## config.mk

```make
export PLATFORM = sky130hd
export DESIGN_NAME = ddfs_phase_gen
export DESIGN_NICKNAME = d
export VERILOG_FILES = /design/src/rtl/ddfs_phase_gen.sv
export SDC_FILE = /design/constraint.sdc
export NUM_CORES = 1
export LEC_CHECK = 0
export CORE_MARGIN = 2
export CORE_UTILIZATION = 45
export CTS_BUF_LIST = sky130_fd_sc_hd__clkbuf_8 sky130_fd_sc_hd__clkbuf_16
export DETAILED_ROUTE_END_ITERATION = 10
export PLACE_DENSITY = 0.71
export SETUP_SLACK_MARGIN = 0.05
export SYNTH_ARGS = -nofsm -noshare
export SYNTH_HDL_FRONTEND = slang
export SYNTH_SLANG_ARGS = --single-unit
```

## constraint.sdc

```tcl
create_clock -name clk -period 4.1 [get_ports clk]
set_clock_uncertainty 0.2 [all_clocks]
set_input_delay 0.82 -clock clk [delete_from_list [all_inputs] [get_ports clk]]
set_output_delay 0.82 -clock clk [all_outputs]
set_load 0.005 [all_outputs]
```

## src/rtl/ddfs_phase_gen.sv

```systemverilog
// ddfs_phase_gen
// Phase accumulator and ROM address generator for the DDFS datapath.
// It advances a PHASE_WIDTH-bit accumulator once every div+1 clocks.
// Each sample is the pre-increment phase, truncated to ADDR_WIDTH bits
// with a phase offset added. The result feeds a sine ROM with a
// registered read. The run/stop FSM only returns to IDLE on an
// accumulator wrap, so the output waveform never stops mid-cycle.
//
// Optional build macro: DDFS_DITHER_EN
//   When defined, a 16-bit LFSR adds dither below the truncation point
//   for address generation only.
//
// Ports:
//   clk         system clock
//   reset       synchronous, active-high reset
//   start       run request (level)
//   stop        graceful stop request (honoured at the next phase wrap)
//   fcw         frequency control word
//   fcw_load    capture fcw into the internal register
//   pha         phase offset added to the ROM address
//   div         sample period minus 1, in clk cycles
//   r_addr      ROM read address
//   addr_valid  1-cycle pulse when r_addr updates
//   data_valid  addr_valid delayed by the ROM read latency (1 cycle)
//   wrap        1-cycle pulse: accumulator overflowed on this sample
//   busy        FSM is not IDLE
module ddfs_phase_gen #(
    parameter int PHASE_WIDTH = 32,
    parameter int ADDR_WIDTH  = 11,
    parameter int DIV_WIDTH   = 16
) (
    input  logic                   clk,
    input  logic                   reset,
    input  logic                   start,
    input  logic                   stop,
    input  logic [PHASE_WIDTH-1:0] fcw,
    input  logic                   fcw_load,
    input  logic [ADDR_WIDTH-1:0]  pha,
    input  logic [DIV_WIDTH-1:0]   div,
    output logic [ADDR_WIDTH-1:0]  r_addr,
    output logic                   addr_valid,
    output logic                   data_valid,
    output logic                   wrap,
    output logic                   busy
);

    localparam int PW = PHASE_WIDTH;
    localparam int AW = ADDR_WIDTH;
    localparam int DW = DIV_WIDTH;

    typedef enum logic [1:0] {
        IDLE  = 2'd0,
        RUN   = 2'd1,
        DRAIN = 2'd2
    } state_t;

    state_t          r_state;
    logic            r_busy;
    logic [PW-1:0]   r_acc;
    logic [PW-1:0]   r_fcw;
    logic [DW-1:0]   r_cnt;
    logic            r_addrValid;
    logic            r_dataValid;
    logic            r_wrap;

    logic            w_tick;
    logic [PW:0]     w_sum;
    logic            w_carry;
    logic [AW-1:0]   w_addrBase;

    // A sample tick fires when the divider count reaches div.
    // No ticks happen while idle.
    assign w_tick  = (r_state != IDLE) && (r_cnt == div);

    // One extra bit on the sum captures the accumulator carry.
    assign w_sum   = {1'b0, r_acc} + {1'b0, r_fcw};
    assign w_carry = w_sum[PW];

`ifdef DDFS_DITHER_EN
    localparam int DITH_W = ((PW - AW) < 16) ? (PW - AW) : 16;

    logic [15:0]   r_lfsr;
    logic          w_lfsrFb;
    logic [PW-1:0] w_dithAcc;

    // Fibonacci LFSR with taps 16,14,13,11.
    assign w_lfsrFb = r_lfsr[15] ^ r_lfsr[13] ^ r_lfsr[12] ^ r_lfsr[10];

    // Dither goes only into the address path, never back into the accumulator.
    assign w_dithAcc  = r_acc + PW'(r_lfsr[DITH_W-1:0]);
    assign w_addrBase = w_dithAcc[PW-1 -: AW];

    always_ff @(posedge clk) begin
        if (reset) begin
            r_lfsr <= 16'hACE1;
        end else if (w_tick) begin
            r_lfsr <= {r_lfsr[14:0], w_lfsrFb};
        end
    end
`else
    assign w_addrBase = r_acc[PW-1 -: AW];
`endif

    // Run/stop FSM. busy is registered alongside the state.
    // start wins over stop. DRAIN returns to IDLE only on a tick that
    // wraps the accumulator, or on any tick when fcw is zero (it would
    // never wrap).
    always_ff @(posedge clk) begin
        if (reset) begin
            r_state <= IDLE;
            r_busy  <= 1'b0;
        end else begin
            case (r_state)
                IDLE: begin
                    if (start) begin
                        r_state <= RUN;
                        r_busy  <= 1'b1;
                    end
                end
                RUN: begin
                    if (stop && !start) begin
                        r_state <= DRAIN;
                    end
                end
                DRAIN: begin
                    if (start) begin
                        r_state <= RUN;
                    end else if (w_tick && (w_carry || (r_fcw == '0))) begin
                        r_state <= IDLE;
                        r_busy  <= 1'b0;
                    end
                end
                default: begin
                    r_state <= IDLE;
                    r_busy  <= 1'b0;
                end
            endcase
        end
    end

    // Datapath: fcw capture, divider, accumulator, address and strobes.
    // The emitted address uses the pre-increment accumulator. The
    // accumulator and divider are held at zero while idle, so every run
    // starts from phase 0 with a full sample period.
    always_ff @(posedge clk) begin
        if (reset) begin
            r_fcw       <= '0;
            r_acc       <= '0;
            r_cnt       <= '0;
            r_addr      <= '0;
            r_addrValid <= 1'b0;
            r_dataValid <= 1'b0;
            r_wrap      <= 1'b0;
        end else begin
            if (fcw_load) begin
                r_fcw <= fcw;
            end
            r_dataValid <= r_addrValid;
            r_addrValid <= w_tick;
            r_wrap      <= w_tick & w_carry;
            if (r_state == IDLE) begin
                r_acc <= '0;
                r_cnt <= '0;
            end else begin
                r_cnt <= w_tick ? '0 : (r_cnt + DW'(1));
                if (w_tick) begin
                    r_acc  <= w_sum[PW-1:0];
                    r_addr <= w_addrBase + pha;
                end
            end
        end
    end

    assign addr_valid = r_addrValid;
    assign data_valid = r_dataValid;
    assign wrap       = r_wrap;
    assign busy       = r_busy;

endmodule

```

==> results of run 1 <==
==> per-stage QoR <==
stage          cell area, um^2  total power [uW]  hold slack [ps]  cells  utilization
2_1_floorplan             5791              1134            248.2    664            -
3_3_place_gp              6763              1235            239.7    898       0.5381
3_5_place_dp              6763              1243            245.4    898       0.5381
4_1_cts                   7056              2069            253.1    914       0.5614
5_1_grt                   7056              2132            269.9    914       0.5614
6_report                  7056              2046            248.6    914       0.5614
==> synth_stat cells (2+ instances only) <==
library cell,instances,share of area
and4_1,3,0.0045
nor4_1,9,0.0097
nor2_1,90,0.058
nor2b_1,4,0.0043
and3_1,8,0.0086
nand3_1,17,0.015
inv_1,23,0.015
and2_1,3,0.0032
nand3b_1,2,0.0026
o211ai_1,9,0.012
a211oi_1,8,0.010
xnor2_1,46,0.070
a2111o_1,2,0.0039
dfxtp_1,97,0.34
xor2_1,19,0.029
o21ai_0,22,0.019
a21oi_1,39,0.034
ha_1,43,0.093
a31oi_1,3,0.0032
mux2i_1,55,0.095
nand2_1,46,0.030
o21a_1,4,0.0052
nor3_1,7,0.0060
a221o_1,2,0.0035
a31oi_2,2,0.0043
or2_2,2,0.0022
a21o_1,21,0.027
clkbuf_1,16,0.010
buf_1,4,0.0026
a311o_1,2,0.0035
fa_1,2,0.0069
o22ai_1,5,0.0054
or3_1,3,0.0032
nand2b_1,5,0.0054
nand4_1,12,0.013
buf_2,2,0.0017
==> sequential cells by signal, indices dropped and copies added (netlist names) <==
| register | cells |
|---|---|
| busy | 1 |
| r_state | 2 |
| r_addr | 11 |
| addr_valid | 1 |
| data_valid | 1 |
| r_acc | 32 |
| r_cnt | 16 |
| r_fcw | 32 |
| wrap | 1 |
==> kinds of logic after synthesis <==
group	Yosys count	synth area share
AOI/OAI and AO/OA	142	0.1690
and+or+nand+nor	214	0.1709
buffers and inverters	45	0.02960
adders and majority gates	45	0.09983
DFF	97	0.3353
muxes	56	0.09702
xor gates and xnor gates	65	0.09832
==> area by class of cell <==
class / instances / area share
Clock buffer: 12 / 0.03777
Clock inverter: 4 / 0.003724
Inverter: 23 / 0.01224
Multi-Input combinational cell: 522 / 0.5224
Sequential cell: 97 / 0.2752
Tap cell: 172 / 0.03050
Timing Repair Buffer: 84 / 0.1181
==> report_power, final <==
| part | total, uW | internal [uW] | switching [uW] |
|---|---|---|---|
| logic | 232 | 122 | 110 |
| registers | 990 | 964 | 25.5 |
| clock network | 825 | 460 | 365 |
| total | 2050 | 1550 | 500 |
==> worst register-to-register path: stages (launching register included) <==
cell and delay (ps):
dfxtp_1 340, ha_1 220, fa_1 410, a21o_1 200
a221o_1 430, a2111o_1 490, a31oi_2 310, o21ai_2 140
a221oi_2 270, or4b_2 170, o211ai_1 70
==> placed cells by master, fill, tap and decap left out, drive strengths merged, types with 4 or more instances in the layout <==
cell type / Yosys / routed
dfxtp: 97 / 97
nor2: 90 / 90
clkdlybuf4s50: 0 / 77
mux2i: 55 / 55
xnor2: 46 / 46
nand2: 46 / 46
ha: 43 / 43
a21oi: 39 / 39
o21ai: 24 / 24
inv: 23 / 23
a21o: 21 / 21
xor2: 19 / 19
nand3: 17 / 17
nand4: 12 / 12
clkbuf: 16 / 12
nor4: 10 / 10
o211ai: 9 / 9
and3: 8 / 8
a211oi: 8 / 8
nor3: 7 / 7
buf: 6 / 7
nand2b: 5 / 5
o22ai: 5 / 5
a31oi: 5 / 5
nor2b: 4 / 4
o21a: 4 / 4
==> layer usage <==
metal,routed length [um],GRT usage,up-vias
met3,626,0.04912,19
met5,0,0,-
met2,6661,0.3600,133
met1,6340,0.2546,2421
li1,-,-,2527
met4,197,0.05798,0
==> path summary, 6_finish.rpt <==
kind	cells after the start	slack, ps	end
setup / recovery	10	750	r_acc[30]
hold / removal	2	250	r_addr[2]
setup reg to reg	10	750	r_acc[30]
hold reg to reg	2	250	r_addr[2]
==> flow_metrics.py, run 1 <==
metrics = {
    "status": {
        "status": "completed",
    },
    "setup_path": {
        "cp_top_family": "compound AO/OA/AOI/OAI gates",
        "max_stage_delay_ps": 480,
        "crit_chain": "ha_1, fa_1, a21o_1, a221o_1, a2111o_1, a31oi_2, o21ai_2, a221oi_2, or4b_2, o211ai_1",
        "critPathMaxFanout": 5,
        "critPathKind": "reg -> reg",
        "crit_slowest_cell": "a2111o_1",
        "cp-end-kind": "register",
        "cp-start-kind": "register",
        "worst-path-buf-inv": 0,
        "startpoint": "r_fcw[0]",
        "worst_ep_arrival_time_ps": 3390,
        "crit_required_ps": 4130,
        "worstReg2RegStart": "r_fcw[0]",
    },
    "synthesis": {
        "syn_area_um2": 5791,
        "syn_avg_cell_area_um2": 8.721,
        "synth-edff-count": 0,
        "synth_nets": 773,
        "synth-seq-area-share": 0.3354,
        "syn-instance-count": 664,
        "yosys_register_bits": 97,
        "ys.flop_type": "dfxtp_1",
        "yosysUniqueCellTypes": 63,
        "ys_warn_count": 0,
        "async_flop_share": 0,
    },
    "sta": {
        "tightest_slew_ps": 981.8,
        "slew_violations": 0,
        "rsz0062_at_grt": "no",
        "tns_ps": 0,
        "period_minus_slack_ps": 3354,
        "final_hold_viol_count": 0,
        "fin_crit_sh": 0.8180,
        "timing.slew.headroom": 0.3455,
        "finalSetupViolCount": 0,
        "max_freq_mhz": 298.2,
        "setup_ws_ps": 746.1,
    },
    "clock_tree": {
        "cts_tree": "done",
        "cts.sinks": 97,
        "cts_resized": 0,
        "worstSkewPairLatency_ps": 360,
        "root_buffer": "clkbuf_16",
        "cts_buffers": 9,
        "htree_levels": 3,
        "hold_buffers": 0,
        "cts.path.max_buffers": 2,
        "path_clk_slew_ps": 70,
        "post_cts_buffers": 0,
    },
    "detailed_routing": {
        "via_per_inst": 5.580,
        "drt_iter0_drc": 238,
        "firstDrtPassIters": 5,
        "routed_wl_mm": 13.83,
        "antenna_left": 0,
        "vias": 5100,
        "drc": 0,
        "avgRoutedWirePerCell_um": 15.13,
    },
    "hold_path": {
        "hp-start": "r_addr[2]",
        "hp-class": "reg -> reg",
    },
    "floorplanning": {
        "rows": 41,
        "dieArea_um2": 13790,
        "die_h_um": 117.4,
        "design.core.area_um2": 12570,
        "start_util": 0.4607,
        "io_pins": 79,
        "die_w_um": 117.4,
    },
    "place": {
        "pre_cts_ws_ps": 554.0,
        "dpl.hpwl_mm": 10.51,
        "port_buffers": 78,
        "gp_congestion": 0.8966,
    },
    "global_route": {
        "grt_overflow": 0,
        "grtUsageTotal": 0.2067,
        "grt_max_degree": 44,
        "grt_pass1_wl_mm": 23.64,
        "grt_pass1_vias": 5013,
        "antenna_found_initial": 0,
    },
    "layout": {
        "drive_above_1_share": 0.04852,
        "final.fill_count": 1153,
        "multiInputGateArea_um2": 3686,
        "fin_nets": 846,
        "diodes": 0,
        "syn2layout_area_growth_pct": 21.85,
        "seqCellArea_um2": 1942,
    },
    "power_and_ir_drop": {
        "power.density_nw_per_um2": 290.1,
        "peakVddDrop_mv": 0.1917,
        "p_leak_uw": 0.002853,
    },
    "flow_run": {
        "maxCapViolations": 0,
    },
}
No activity file was read; power rests on OpenSTA's default activity.
==> inputs of run 2 (changes only) <==
--- a/config.mk
+++ b/config.mk
@@ -9,7 +9,7 @@
 export CORE_UTILIZATION = 45
 export CTS_BUF_LIST = sky130_fd_sc_hd__clkbuf_8 sky130_fd_sc_hd__clkbuf_16
 export DETAILED_ROUTE_END_ITERATION = 10
-export PLACE_DENSITY = 0.71
+export PLACE_DENSITY = 0.73
 export SETUP_SLACK_MARGIN = 0.05
 export SYNTH_ARGS = -nofsm -noshare
 export SYNTH_HDL_FRONTEND = slang
==> constraint.sdc (replaced) <==
create_clock -name clk -period 2.9 [get_ports clk]
set_clock_uncertainty 0.2 [all_clocks]
set_input_delay 0.58 -clock clk [delete_from_list [all_inputs] [get_ports clk]]
set_output_delay 0.58 -clock clk [all_outputs]
set_load 0.005 [all_outputs]
==> run 2 against run 1 <==
  * Critical path depth stayed put
  * Critical endpoint unchanged
  * Worst hold slack better by 4.8 ps
  * Cell area is 9.5% higher
  * Sequential power is 41% higher
  * Combinational power is 63% higher
  * Clock power is 38% higher
  * Non-clock buffer count is 66 higher
  * Die area stayed put
  * First-iteration DRC count is 10% lower
  * Routed wire length is 6.6% higher
  * Sequential share of layout area is 2.3 points lower
  * The run now ends with setup timing left
==> flow_metrics.py, run 2 (synthesized netlist as in run 1, its figures left out) <==
metrics = {
    "sta": {
        "tns_ps": -169.3,
        "fin_crit_sh": 1.033,
        "rsz0062_at_grt": "yes",
        "finalSetupViolCount": 2,
        "timing.slew.headroom": 0.6346,
        "whs_ps": 253.4,
        "slew_violations": 0,
        "tightest_slew_ps": 548.1,
        "period_minus_slack_ps": 2995,
        "final_hold_viol_count": 0,
        "max_freq_mhz": 333.9,
        "setup_ws_ps": -94.95,
    },
    "hold_path": {
        "holdPathEnd": "r_addr[5]",
        "hp-class": "reg -> reg",
        "hp-start": "r_addr[5]",
        "holdPathStages": 2,
    },
    "detailed_routing": {
        "drt_iter0_drc": 214,
        "antenna_left": 0,
        "routed_wl_mm": 14.73,
        "drc": 0,
        "firstDrtPassIters": 4,
        "via_per_inst": 5.401,
        "vias": 5293,
        "avgRoutedWirePerCell_um": 15.03,
    },
    "floorplanning": {
        "dieArea_um2": 13790,
        "die_w_um": 117.4,
        "io_pins": 79,
        "rows": 41,
        "start_util": 0.4607,
        "die_h_um": 117.4,
        "design.core.area_um2": 12570,
    },
    "place": {
        "dpl.cell_count": 956,
        "port_buffers": 78,
        "dpl.hpwl_mm": 11.50,
        "gp_congestion": 0.8768,
    },
    "layout": {
        "final_common_cell": "dfxtp_1",
        "instances_no_fill": 980,
        "final.fill_count": 1101,
        "final_cell_mix": "dfxtp_1, nor2_1, clkdlybuf4s50_1",
        "seqCellArea_um2": 1948,
        "fin_nets": 912,
        "drive_above_1_share": 0.1634,
        "multiInputGateArea_um2": 3839,
        "fin_util": 0.6148,
        "diodes": 0,
        "syn2layout_area_growth_pct": 33.45,
        "largestRegisters": "r_acc (32), r_fcw (32), r_cnt (16)",
    },
    "clock_tree": {
        "cts_tree": "done",
        "cts_buffers": 9,
        "htree_levels": 3,
        "cts.path.max_buffers": 2,
        "worstSkewPairLatency_ps": 350,
        "cts.sinks": 97,
        "path_clk_slew_ps": 70,
        "root_buffer": "clkbuf_16",
    },
    "global_route": {
        "grt_overflow": 0,
        "grt_pass1_vias": 5301,
        "grt_max_degree": 39,
        "grt_pass1_wl_mm": 24.89,
        "antenna_found_initial": 0,
        "grtUsageTotal": 0.2172,
    },
    "setup_path": {
        "worst_ep_arrival_time_ps": 3030,
        "worstReg2RegStart": "r_acc[0]",
        "ff2ff_setup_slack_ps": -90,
        "cp-end-kind": "register",
        "cp_top_family": "compound AO/OA/AOI/OAI gates",
        "max_stage_delay_ps": 450,
        "crit_required_ps": 2940,
        "crit_chain": "ha_4, fa_2, a21o_1, a221o_1, a2111o_1, a31oi_4, o21ai_2, a221oi_2, or4b_4, o211ai_1",
        "worst-path-buf-inv": 0,
        "cp-start-kind": "register",
        "critPathKind": "reg -> reg",
        "r2r-end": "r_acc[30]",
        "reg2reg_depth": 10,
        "critPathMaxFanout": 4,
        "crit_slowest_cell": "a2111o_1",
    },
    "power_and_ir_drop": {
        "p_leak_uw": 0.003182,
        "power.density_nw_per_um2": 376.8,
        "peakVddDrop_mv": 0.2791,
    },
    "status": {
        "violations": "setup timing",
        "status": "complete, but fails checks",
    },
    "flow_run": {
        "maxCapViolations": 0,
    },
}
run 2: report_power, final:
group          total (uW)  internal [uW]  switching (uW)
Sequential           1400           1360            32.7
Clock                1140            606             530
Combinational         379            208             171
run 2: worst max-delay path by stage:
| stage | to | from | depth (start not counted) | slack (ps) |
|---|---|---|---|---|
| floorplan | r_acc[30] | r_fcw[0] | 10 | 10 |
| global placement | r_addr[10] | pha[0] | 12 | -230 |
| detailed placement | r_addr[10] | pha[0] | 12 | -310 |
| CTS | r_acc[30] | r_acc[0] | 10 | -110 |
| global route | r_acc[30] | r_acc[0] | 10 | -210 |
| finish | r_acc[30] | r_acc[0] | 10 | -90 |
run 2: worst register-to-register path, stage by stage, from the launching register on:
cell and delay (ps):
dfxtp_2 340, ha_4 160, fa_2 350, a21o_1 180, a221o_1 380, a2111o_1 450
a31oi_4 200, o21ai_2 90, a221oi_2 280, or4b_4 180, o211ai_1 70
run 2: through the flow:
step                      cell area [um^2]  total power, uW  setup WS, ps
after CTS                             7591             2933        -109.3
after detailed placement              7232             1793        -311.5
after global placement                7232             1784        -227.0
after floorplan                       5799             1604         10.22
final                                 7727             2912        -94.95
after global routing                  7727             3031        -210.3
run 2: cell type report:
| cell class | instances | area share |
|---|---|---|
| multi-input cells | 522 | 0.4968 |
| flip-flops and latches | 97 | 0.2521 |
| repair buffers | 150 | 0.1757 |
| clock buffers | 10 | 0.03093 |
| well taps | 172 | 0.02785 |
| inverters | 23 | 0.01117 |
| clock inverters | 6 | 0.005505 |
run 2: what timing repair did:
action / in CTS / in global routing
endpoints found under the setup margin: 8 / 14
setup buffers: 6 / 4
gates resized for setup: 7 / 33
pin swaps: 13 / 17
hold buffers: 0 / 0
run 2: per-layer routing:
metal	GRT usage	routed length [um]	share of wire	vias to the layer above
met5	0	0	0	-
met4	0.07455	240	0.016	0
met3	0.03307	561	0.038	16
met2	0.3830	7193	0.49	96
met1	0.2696	6739	0.46	2514
li1	-	-	-	2667
==> variant: new RTL, settings of run 2 <==
`ADDR_WIDTH`: 11 -> 10.
--- a/src/rtl/ddfs_phase_gen.sv
+++ b/src/rtl/ddfs_phase_gen.sv
@@ -27,5 +27,5 @@
 module ddfs_phase_gen #(
     parameter int PHASE_WIDTH = 32,
-    parameter int ADDR_WIDTH  = 11,
+    parameter int ADDR_WIDTH  = 10,
     parameter int DIV_WIDTH   = 16
 ) (
Ports: changed (resized pha and r_addr); port bits go from 79 to 77. The function was not compared with the original's and may differ.
==> variant against run 2 <==
Worst setup slack better by 0.22 ns; critical path type unchanged; largest power group is now clock; worst hold slack better by 0.0015 ns; sequential share of layout area is 0.25 points higher; sequential cell count is 1 lower; first-iteration DRC count is 61% higher; cell area is 2.2% lower; total power is 7.2% higher; synthesized cell count is 5.7% higher; highest routed layer unchanged; wire length is 7.0% higher; area after synthesis is 2.5% higher; fmax is 8.0% higher.
==> variant: results <==
export IMPL_status="finished clean"
export IMPL_power_density_nw_per_um2=413
export IMPL_muxShareOfSynthArea_pct=7.61
export IMPL_grt_first_pass_wirelength_mm=25.9
export IMPL_vias_per_cell=5.75
export IMPL_grt_use_total_pct=22.5
export IMPL_synth_compound_area_share_pct=18.1
export IMPL_top_regs="r_acc: 32 flops, r_fcw: 32 flops, r_cnt: 16 flops"
export IMPL_wl_per_cell_microns=16.2
export IMPL_cts_max_level=3
export IMPL_synthArstFlopShare_pct=0
export IMPL_drt_iter0_drc=344
export IMPL_worst_pin_slew_ns=0.819
export IMPL_drive_gt1_share_pct=11.0
export IMPL_max_stage_delay_ns=0.44
export IMPL_synth_xor_area_share_pct=8.12
export IMPL_path_clk_slew_ns=0.07
export IMPL_pg_seq_mw=1.38
export IMPL_holdCritPathClass="reg2reg"
export IMPL_synthAdderAreaFrac_pct=9.53
export IMPL_p_leak_nw=3.15
export IMPL_gp_congestion=0.922
export IMPL_cts_buffers=9
export IMPL_final_net_count=905
export IMPL_hpwl_mm=12.0
export IMPL_placed_area_sq_um=7100
export IMPL_grt_max_degree=26
export IMPL_synth_common_cells="dfxtp_1 (96), nor2_1 (88), nand2_1 (52)"
export IMPL_powerClk_mw=1.41
export IMPL_antenna_found_initial=0
export IMPL_synth_area_leaders="dfxtp_1 (32%), ha_1 (8.9%), mux2i_1 (7.4%), xnor2_1 (5.9%), nor2_1 (5.6%)"
export IMPL_synth_net_count=809
export IMPL_cts_path_max_buffers=2
export IMPL_cts_root_buf="clkbuf_16"
export IMPL_grt_pass1_vias=5493
export IMPL_cp_slowest_cell="a211oi_2"
export IMPL_drt_pass1_iter_count=5
export IMPL_ys_flop_type="dfxtp_1"
export IMPL_worstSkewPairLatency_ns=0.36
export IMPL_port_buffers=76
export IMPL_critPathMaxFanout=10
export IMPL_synth_cell_types=61
export IMPL_yosysWarnings=0
export IMPL_crit_family="simple AND/OR/NAND/NOR gates"
export IMPL_pre_cts_slack_ns=-0.128
export IMPL_diodes=0
export IMPL_switchingPower_mw=0.745
export IMPL_ys_seq_area_share_pct=32.4
export IMPL_peakVddDrop_mv=0.291
variant: changes by cell type after synthesis, sizes merged, moves of 7 or more:
| cell | before | now |
|---|---|---|
| o21ai | 24 | 32 |
| nand4 | 12 | 19 |
| buf | 6 | 21 |
| nand3 | 17 | 24 |
| inv | 23 | 16 |
| mux2i | 55 | 44 |
variant: timing repair:
action	in CTS	in global routing
hold endpoints to repair	0	0
gates resized for setup	4	13
pin swaps	7	8
setup endpoints to repair	4	10
buffers inserted	3	0
variant: logic make-up (layout without fill, tap and decap cells):
group | Yosys count | after routing
compound gates | 162 | 162
xor+xnor | 55 | 55
fa+ha+maj | 44 | 44
buf+inv | 53 | 154
flops | 96 | 96
mux | 45 | 45
simple gates | 247 | 247
variant: path summary, 6_finish.rpt:
path,start,endpoint,slack (ns),cells after the start
worst max-delay path,r_acc[23],r_acc[27],0.13,9
worst min-delay path,r_addr[6],r_addr[6],0.25,2
worst max register to register,r_acc[23],r_acc[27],0.13,9
worst min register to register,r_addr[6],r_addr[6],0.25,2
variant: worst min-delay path, cell delays in order (launching register included):
cell and delay (ns):
dfxtp_1 0.31, nand2_1 0.05, a21oi_1 0.05
variant: per-layer routing:
metal  up-vias  wire length [microns]  track usage [%]
met3        27                    686             3.93
met4         0                    357             9.15
met1      2669                   7200             28.8
li1       2744                      -                -
met2       167                   7520             37.6
met5         -                      0                0
variant: metrics by stage:
stage	TNS, ns	instances
after floorplan	0	702
after CTS	0	975
after global routing	0	975
after global placement	-0.114	956
after detailed placement	-0.558	956
final	0	975
variant: final cells by class:
type / count / area (sq um)
Clock buffer: 9 / 225
Sequential cell: 96 / 1920
Multi-Input combinational cell: 553 / 3860
Timing Repair Buffer: 122 / 1150
Clock inverter: 7 / 124
Fill cell: 1140 / 5220
Inverter: 16 / 60.1
Tap cell: 172 / 215
